==> config.mk <==
export PLATFORM = sky130hd
export DESIGN_NAME = branch_target_buffer
export DESIGN_NICKNAME = d
export VERILOG_FILES = /design/src/rtl/branch_target_buffer.sv
export SDC_FILE = /design/constraint.sdc
export NUM_CORES = 2
export LEC_CHECK = 0
export ABC_CLOCK_PERIOD_IN_PS = 6300
export CORE_MARGIN = 8
export CORE_UTILIZATION = 50
export DETAILED_ROUTE_END_ITERATION = 16
export GPL_TIMING_DRIVEN = 0
export PLACE_DENSITY_LB_ADDON = 0.1
export SETUP_SLACK_MARGIN = 0.05
export SLEW_MARGIN = 5
export SYNTH_ARGS = -nofsm -noshare
export SYNTH_HDL_FRONTEND = slang
export SYNTH_SLANG_ARGS = --single-unit
==> constraint.sdc <==
create_clock -name clk_i -period 6.3 [get_ports clk_i]
set_clock_uncertainty 0.15 [all_clocks]
set_input_delay 0.63 -clock clk_i [delete_from_list [all_inputs] [get_ports clk_i]]
set_output_delay 0.63 -clock clk_i [all_outputs]
set_load 0.05 [all_outputs]
==> src/rtl/branch_target_buffer.sv <==
// Direct-mapped branch target buffer for the fetch stage.
// Learns from resolved branches and gives a same-cycle prediction for the fetch PC.
//
// branch_predict_i layout, MSB first (133 bits):
//   valid, pc[63:0], target_address[63:0], is_mispredict, is_taken, is_lower_16, clear
// branch_predict_o layout, MSB first (67 bits):
//   valid, predict_address[63:0], predict_taken, is_lower_16
module branch_target_buffer #(
  parameter int NR_ENTRIES              = 8,
  parameter int BITS_SATURATION_COUNTER = 2
) (
  input  logic         clk_i,
  input  logic         rst_ni,
  input  logic         flush_i,
  input  logic [63:0]  vpc_i,
  input  logic [132:0] branch_predict_i,
  output logic [66:0]  branch_predict_o
);

  localparam int IDX   = $clog2(NR_ENTRIES);
  localparam int TAG_W = 64 - IDX - 1;
  localparam int CNT_W = BITS_SATURATION_COUNTER;

  localparam logic [CNT_W-1:0] CNT_WEAK_TAKEN     = {1'b1, {(CNT_W-1){1'b0}}};
  localparam logic [CNT_W-1:0] CNT_WEAK_NOT_TAKEN = {1'b0, {(CNT_W-1){1'b1}}};
  localparam logic [CNT_W-1:0] CNT_MAX            = {CNT_W{1'b1}};
  localparam logic [CNT_W-1:0] CNT_MIN            = {CNT_W{1'b0}};

  typedef struct packed {
    logic        valid;
    logic [63:0] pc;
    logic [63:0] target_address;
    logic        is_mispredict;
    logic        is_taken;
    logic        is_lower_16;
    logic        clear;
  } branchpredict_t;

  typedef struct packed {
    logic        valid;
    logic [63:0] predict_address;
    logic        predict_taken;
    logic        is_lower_16;
  } branchpredict_sbe_t;

  branchpredict_t     bp;
  branchpredict_sbe_t pred;

  // Per-line state
  logic             valid_q  [NR_ENTRIES];
  logic             valid_d  [NR_ENTRIES];
  logic [TAG_W-1:0] tag_q    [NR_ENTRIES];
  logic [TAG_W-1:0] tag_d    [NR_ENTRIES];
  logic [63:0]      target_q [NR_ENTRIES];
  logic [63:0]      target_d [NR_ENTRIES];
  logic [CNT_W-1:0] cnt_q    [NR_ENTRIES];
  logic [CNT_W-1:0] cnt_d    [NR_ENTRIES];
  logic             lower_q  [NR_ENTRIES];
  logic             lower_d  [NR_ENTRIES];

  logic [IDX-1:0]   lookup_idx;
  logic [TAG_W-1:0] lookup_tag;
  logic             lookup_hit;
  logic [IDX-1:0]   upd_idx;
  logic [TAG_W-1:0] upd_tag;
  logic             upd_hit;

  // Bit 0 of a PC is always zero for 2-byte aligned code; mispredict only informs.
  logic unused_bits;
  assign unused_bits = ^{bp.is_mispredict, bp.pc[0], vpc_i[0]};

  assign bp               = branchpredict_t'(branch_predict_i);
  assign branch_predict_o = pred;

  assign lookup_idx = vpc_i[IDX:1];
  assign lookup_tag = vpc_i[63:IDX+1];
  assign upd_idx    = bp.pc[IDX:1];
  assign upd_tag    = bp.pc[63:IDX+1];

  assign lookup_hit = valid_q[lookup_idx] && (tag_q[lookup_idx] == lookup_tag);
  assign upd_hit    = valid_q[upd_idx] && (tag_q[upd_idx] == upd_tag);

  // Zero-latency lookup: prediction fields are forced to zero on a miss
  always_comb begin
    pred = '0;
    if (lookup_hit) begin
      pred.valid           = 1'b1;
      pred.predict_address = target_q[lookup_idx];
      pred.predict_taken   = cnt_q[lookup_idx][CNT_W-1];
      pred.is_lower_16     = lower_q[lookup_idx];
    end
  end

  // Next-state for all lines: flush beats training, clear beats allocate/train
  always_comb begin
    for (int i = 0; i < NR_ENTRIES; i++) begin
      valid_d[i]  = valid_q[i];
      tag_d[i]    = tag_q[i];
      target_d[i] = target_q[i];
      cnt_d[i]    = cnt_q[i];
      lower_d[i]  = lower_q[i];
    end
    if (flush_i) begin
      for (int i = 0; i < NR_ENTRIES; i++) begin
        valid_d[i] = 1'b0;
      end
    end else if (bp.valid) begin
      if (bp.clear) begin
        valid_d[upd_idx] = 1'b0;
      end else if (!upd_hit) begin
        valid_d[upd_idx]  = 1'b1;
        tag_d[upd_idx]    = upd_tag;
        target_d[upd_idx] = bp.target_address;
        lower_d[upd_idx]  = bp.is_lower_16;
        cnt_d[upd_idx]    = bp.is_taken ? CNT_WEAK_TAKEN : CNT_WEAK_NOT_TAKEN;
      end else if (bp.is_taken) begin
        target_d[upd_idx] = bp.target_address;
        lower_d[upd_idx]  = bp.is_lower_16;
        if (cnt_q[upd_idx] != CNT_MAX) begin
          cnt_d[upd_idx] = cnt_q[upd_idx] + 1'b1;
        end
      end else begin
        if (cnt_q[upd_idx] != CNT_MIN) begin
          cnt_d[upd_idx] = cnt_q[upd_idx] - 1'b1;
        end
      end
    end
  end

  // Line storage with asynchronous clear of every field
  always_ff @(posedge clk_i or negedge rst_ni) begin
    if (!rst_ni) begin
      for (int i = 0; i < NR_ENTRIES; i++) begin
        valid_q[i]  <= 1'b0;
        tag_q[i]    <= '0;
        target_q[i] <= '0;
        cnt_q[i]    <= '0;
        lower_q[i]  <= 1'b0;
      end
    end else begin
      for (int i = 0; i < NR_ENTRIES; i++) begin
        valid_q[i]  <= valid_d[i];
        tag_q[i]    <= tag_d[i];
        target_q[i] <= target_d[i];
        cnt_q[i]    <= cnt_d[i];
        lower_q[i]  <= lower_d[i];
      end
    end
  end

endmodule

==> run metrics <==
status finished with violations; failing checks max-capacitance violations, max-slew violations, negative setup slack; Final #Nets 3840; Reg clk slew, reported paths 60 ps; final hold violations 0; overall routing resource usage 0.289; Final Max Tran Viols 10; share of layout cells above drive strength 1 0.359; FF+latch area 25600 sq um; Max-Cap Viols 1; max incr delay on CP 1140 ps; number of global-route vias before repair 35100; synthesized cell area 51400 sq um; first-pass GRT wire length 242 mm; Die W 336 um; P per Cell Area 320 nW/um^2; final setup violating endpoints 9; DIE HEIGHT 336 um; design area 59300 sq um; Fillers 8043; largest net degree at the start of global routing 168; Rel. slew slack -0.000592; initial DRC count 2649; ranking of synthesized cells by area dfrtp_1 50%, mux4_2 15%, mux2_2 14%; synthesis-to-finish area growth 15.4%; flops & latches, synth 1024; Die Area 113000 sq um; vias per cell 6.29; Critical Path AT 6750 ps; Clock Sinks 1024; RSZ-0062 raised after global routing false; EDFF count, synth 0; startpoint types primary input; Crit path required time 6730 ps; syn_nets 3515; Tmin final 6320 ps; post-route ant nets 0; multi-input logic area 24100 sq um; synth warn 0; crit share post-route 1.00; synth unique cells 56; slowest CP cell buf_1; residual DRC count 0; row cnt 117; crit-path cells buf_2 -> buf_2 -> buf_1 -> mux4_2 -> mux2i_1 -> xnor2_1 -> nor4_1 -> nand4_1 -> or4_1 -> clkbuf_1 -> o21ai_4 -> nor3_2 -> clkbuf_1 -> mux2_2; Hold Slack 248 ps; CP delay by family, top buffers and inverters; Peak VDD IR 0.000228 V; Initial Util 0.504; clk buf depth 3; Main synth FF type dfrtp_1; DRT Pass-1 Iters 7; I/O pin count 267; fmax 158 MHz; IO buf count 202; crit-path max FO 10; Setup CP Type primary input to flop; Static Leakage 26.7 nW; Setup WS post-layout -22.8 ps; placed insts 4890; Async SR Flop Fraction 1.00; Worst-Margin Slew 1500 ps; aggregate global routing overflow 0; Vias 32100; CTS H-tree lvls 3; Worst Path Buf+Inv 5; syn avg cell area 15.5 sq um; root buffer cell clkbuf_16; Worst Hold Class primary input to flop; register area share after synthesis 0.499; cts bufs inserted 111; CTS tree yes; fin cells 5111; Synth top area share 0.499; Skew-Pair Late Insertion Delay 710 ps; GP Congestion 0.959; DRT Wirelength 163 mm; Synth area leader dfrtp_1; core area 102000 sq um; crit end category flop; Mapped Cells 3313; post-DP HPWL 113 mm; initial antenna violation count 29; area post-placement 55300 sq um; average routed wire per standard cell 31.8 um
==> registers in the layout, indices dropped and copies added (netlist names) <==
register  cells
valid_q       8
target_q    512
cnt_q        16
lower_q       8
tag_q       480
==> final cells by class <==
cell class                      instances  share of cell area
Multi-Input combinational cell       1993               0.407
Sequential cell                      1024               0.432
Clock inverter                         38             0.00762
Buffer                                290              0.0304
Clock buffer                          163              0.0554
Timing Repair Buffer                  212              0.0376
Inverter                                6            0.000380
Tap cell                             1368              0.0289
Antenna cell                           17            0.000718
==> through the flow <==
stage               setup slack [ps]  power, W  utilization  TNS (ps)
global route                    29.6    0.0198        0.582         0
floorplan                       1220    0.0110            -         0
global placement              -39230    0.0122        0.541         -
detailed placement             -2540    0.0124        0.543   -679740
CTS                             53.6    0.0191        0.581         0
finish                         -22.8    0.0190        0.582     -85.0
==> cell usage in the layout (no fill, tap or decap), types with 40 or more instances in the layout <==
master	synthesis	layout
mux2i_1	247	244
clkbuf_2	0	40
nor2_1	95	91
buf_1	77	58
clkdlybuf4s50_1	0	134
mux2_2	627	627
mux4_2	334	334
clkbuf_1	119	111
clkbuf_16	0	113
dfrtp_1	1024	1024
mux2_1	400	400
xnor2_1	51	50
==> worst reg2reg max path, delay by kind of cell, from the launching register on <==
kind | cells | cell delay (ps)
compound gates | 3 | 490
simple gates | 3 | 1340
buf+inv | 2 | 1140
mux | 3 | 1350
flops | 1 | 420
==> repair_timing <==
item	CTS	global route
gates cloned	0	0
endpoints found under the setup margin	547	440
setup buffers	2	0
pin swaps	1	1
hold buffers	1	0
endpoints found under the hold margin	77	0
gates resized for setup	114	77
==> kinds of logic (layout without fill, tap and decap cells) <==
| logic type | Yosys count | in the layout | share of synthesized area |
|---|---|---|---|
| flip-flops | 1024 | 1024 | 0.499 |
| adder cells (fa/ha/maj) | 2 | 2 | 0.000487 |
| buffers and inverters | 296 | 709 | 0.0332 |
| XOR/XNOR | 90 | 90 | 0.0153 |
| multiplexers | 1608 | 1608 | 0.420 |
| AND/OR/NAND/NOR | 188 | 188 | 0.0181 |
| AO/OA/AOI/OAI | 105 | 105 | 0.0141 |
| other | 0 | 17 | 0 |
==> metal layers <==
metal  wire length (um)  GRT usage  part of all wire  vias up
met3              11200     0.0662             0.069      437
met2              78000      0.464              0.48     1290
li1                   -          -                 -    13200
met1              62800      0.360              0.39    17200
met4              10500      0.167             0.064       18
met5                121          0           0.00074        -
==> synth_stat cells, types with 22 or more instances <==
library cell  instances
o22ai_1              24
a22oi_1              22
xor2_1               39
mux2_1              400
buf_6                30
buf_2                25
mux4_2              334
mux2i_1             247
buf_1                77
dfrtp_1            1024
nor2_1               95
xnor2_1              51
clkbuf_1            119
mux2_2              627
==> power by group <==
part           switching (W)  total, W  internal [W]
sequential          0.000828   0.00869       0.00786
clock                0.00275   0.00668       0.00393
combinational        0.00160   0.00363       0.00202
==> worst paths after layout <==
check / cells after the start / to / slack (ps) / startpoint
worst max-delay path: 14 / tag_q[472] / -20 / branch_predict_i[71]
worst min-delay path: 2 / valid_q[0] / 250 / flush_i
worst max register to register: 11 / tag_q[472] / 1290 / tag_q[159]
worst min register to register: 1 / target_q[375] / 340 / target_q[375]
max in group asynchronous: 6 / tag_q[252] / 2860 / rst_ni
min in group asynchronous: 2 / target_q[496] / 310 / rst_ni
Note: power is estimated with default switching activity, not from simulation.
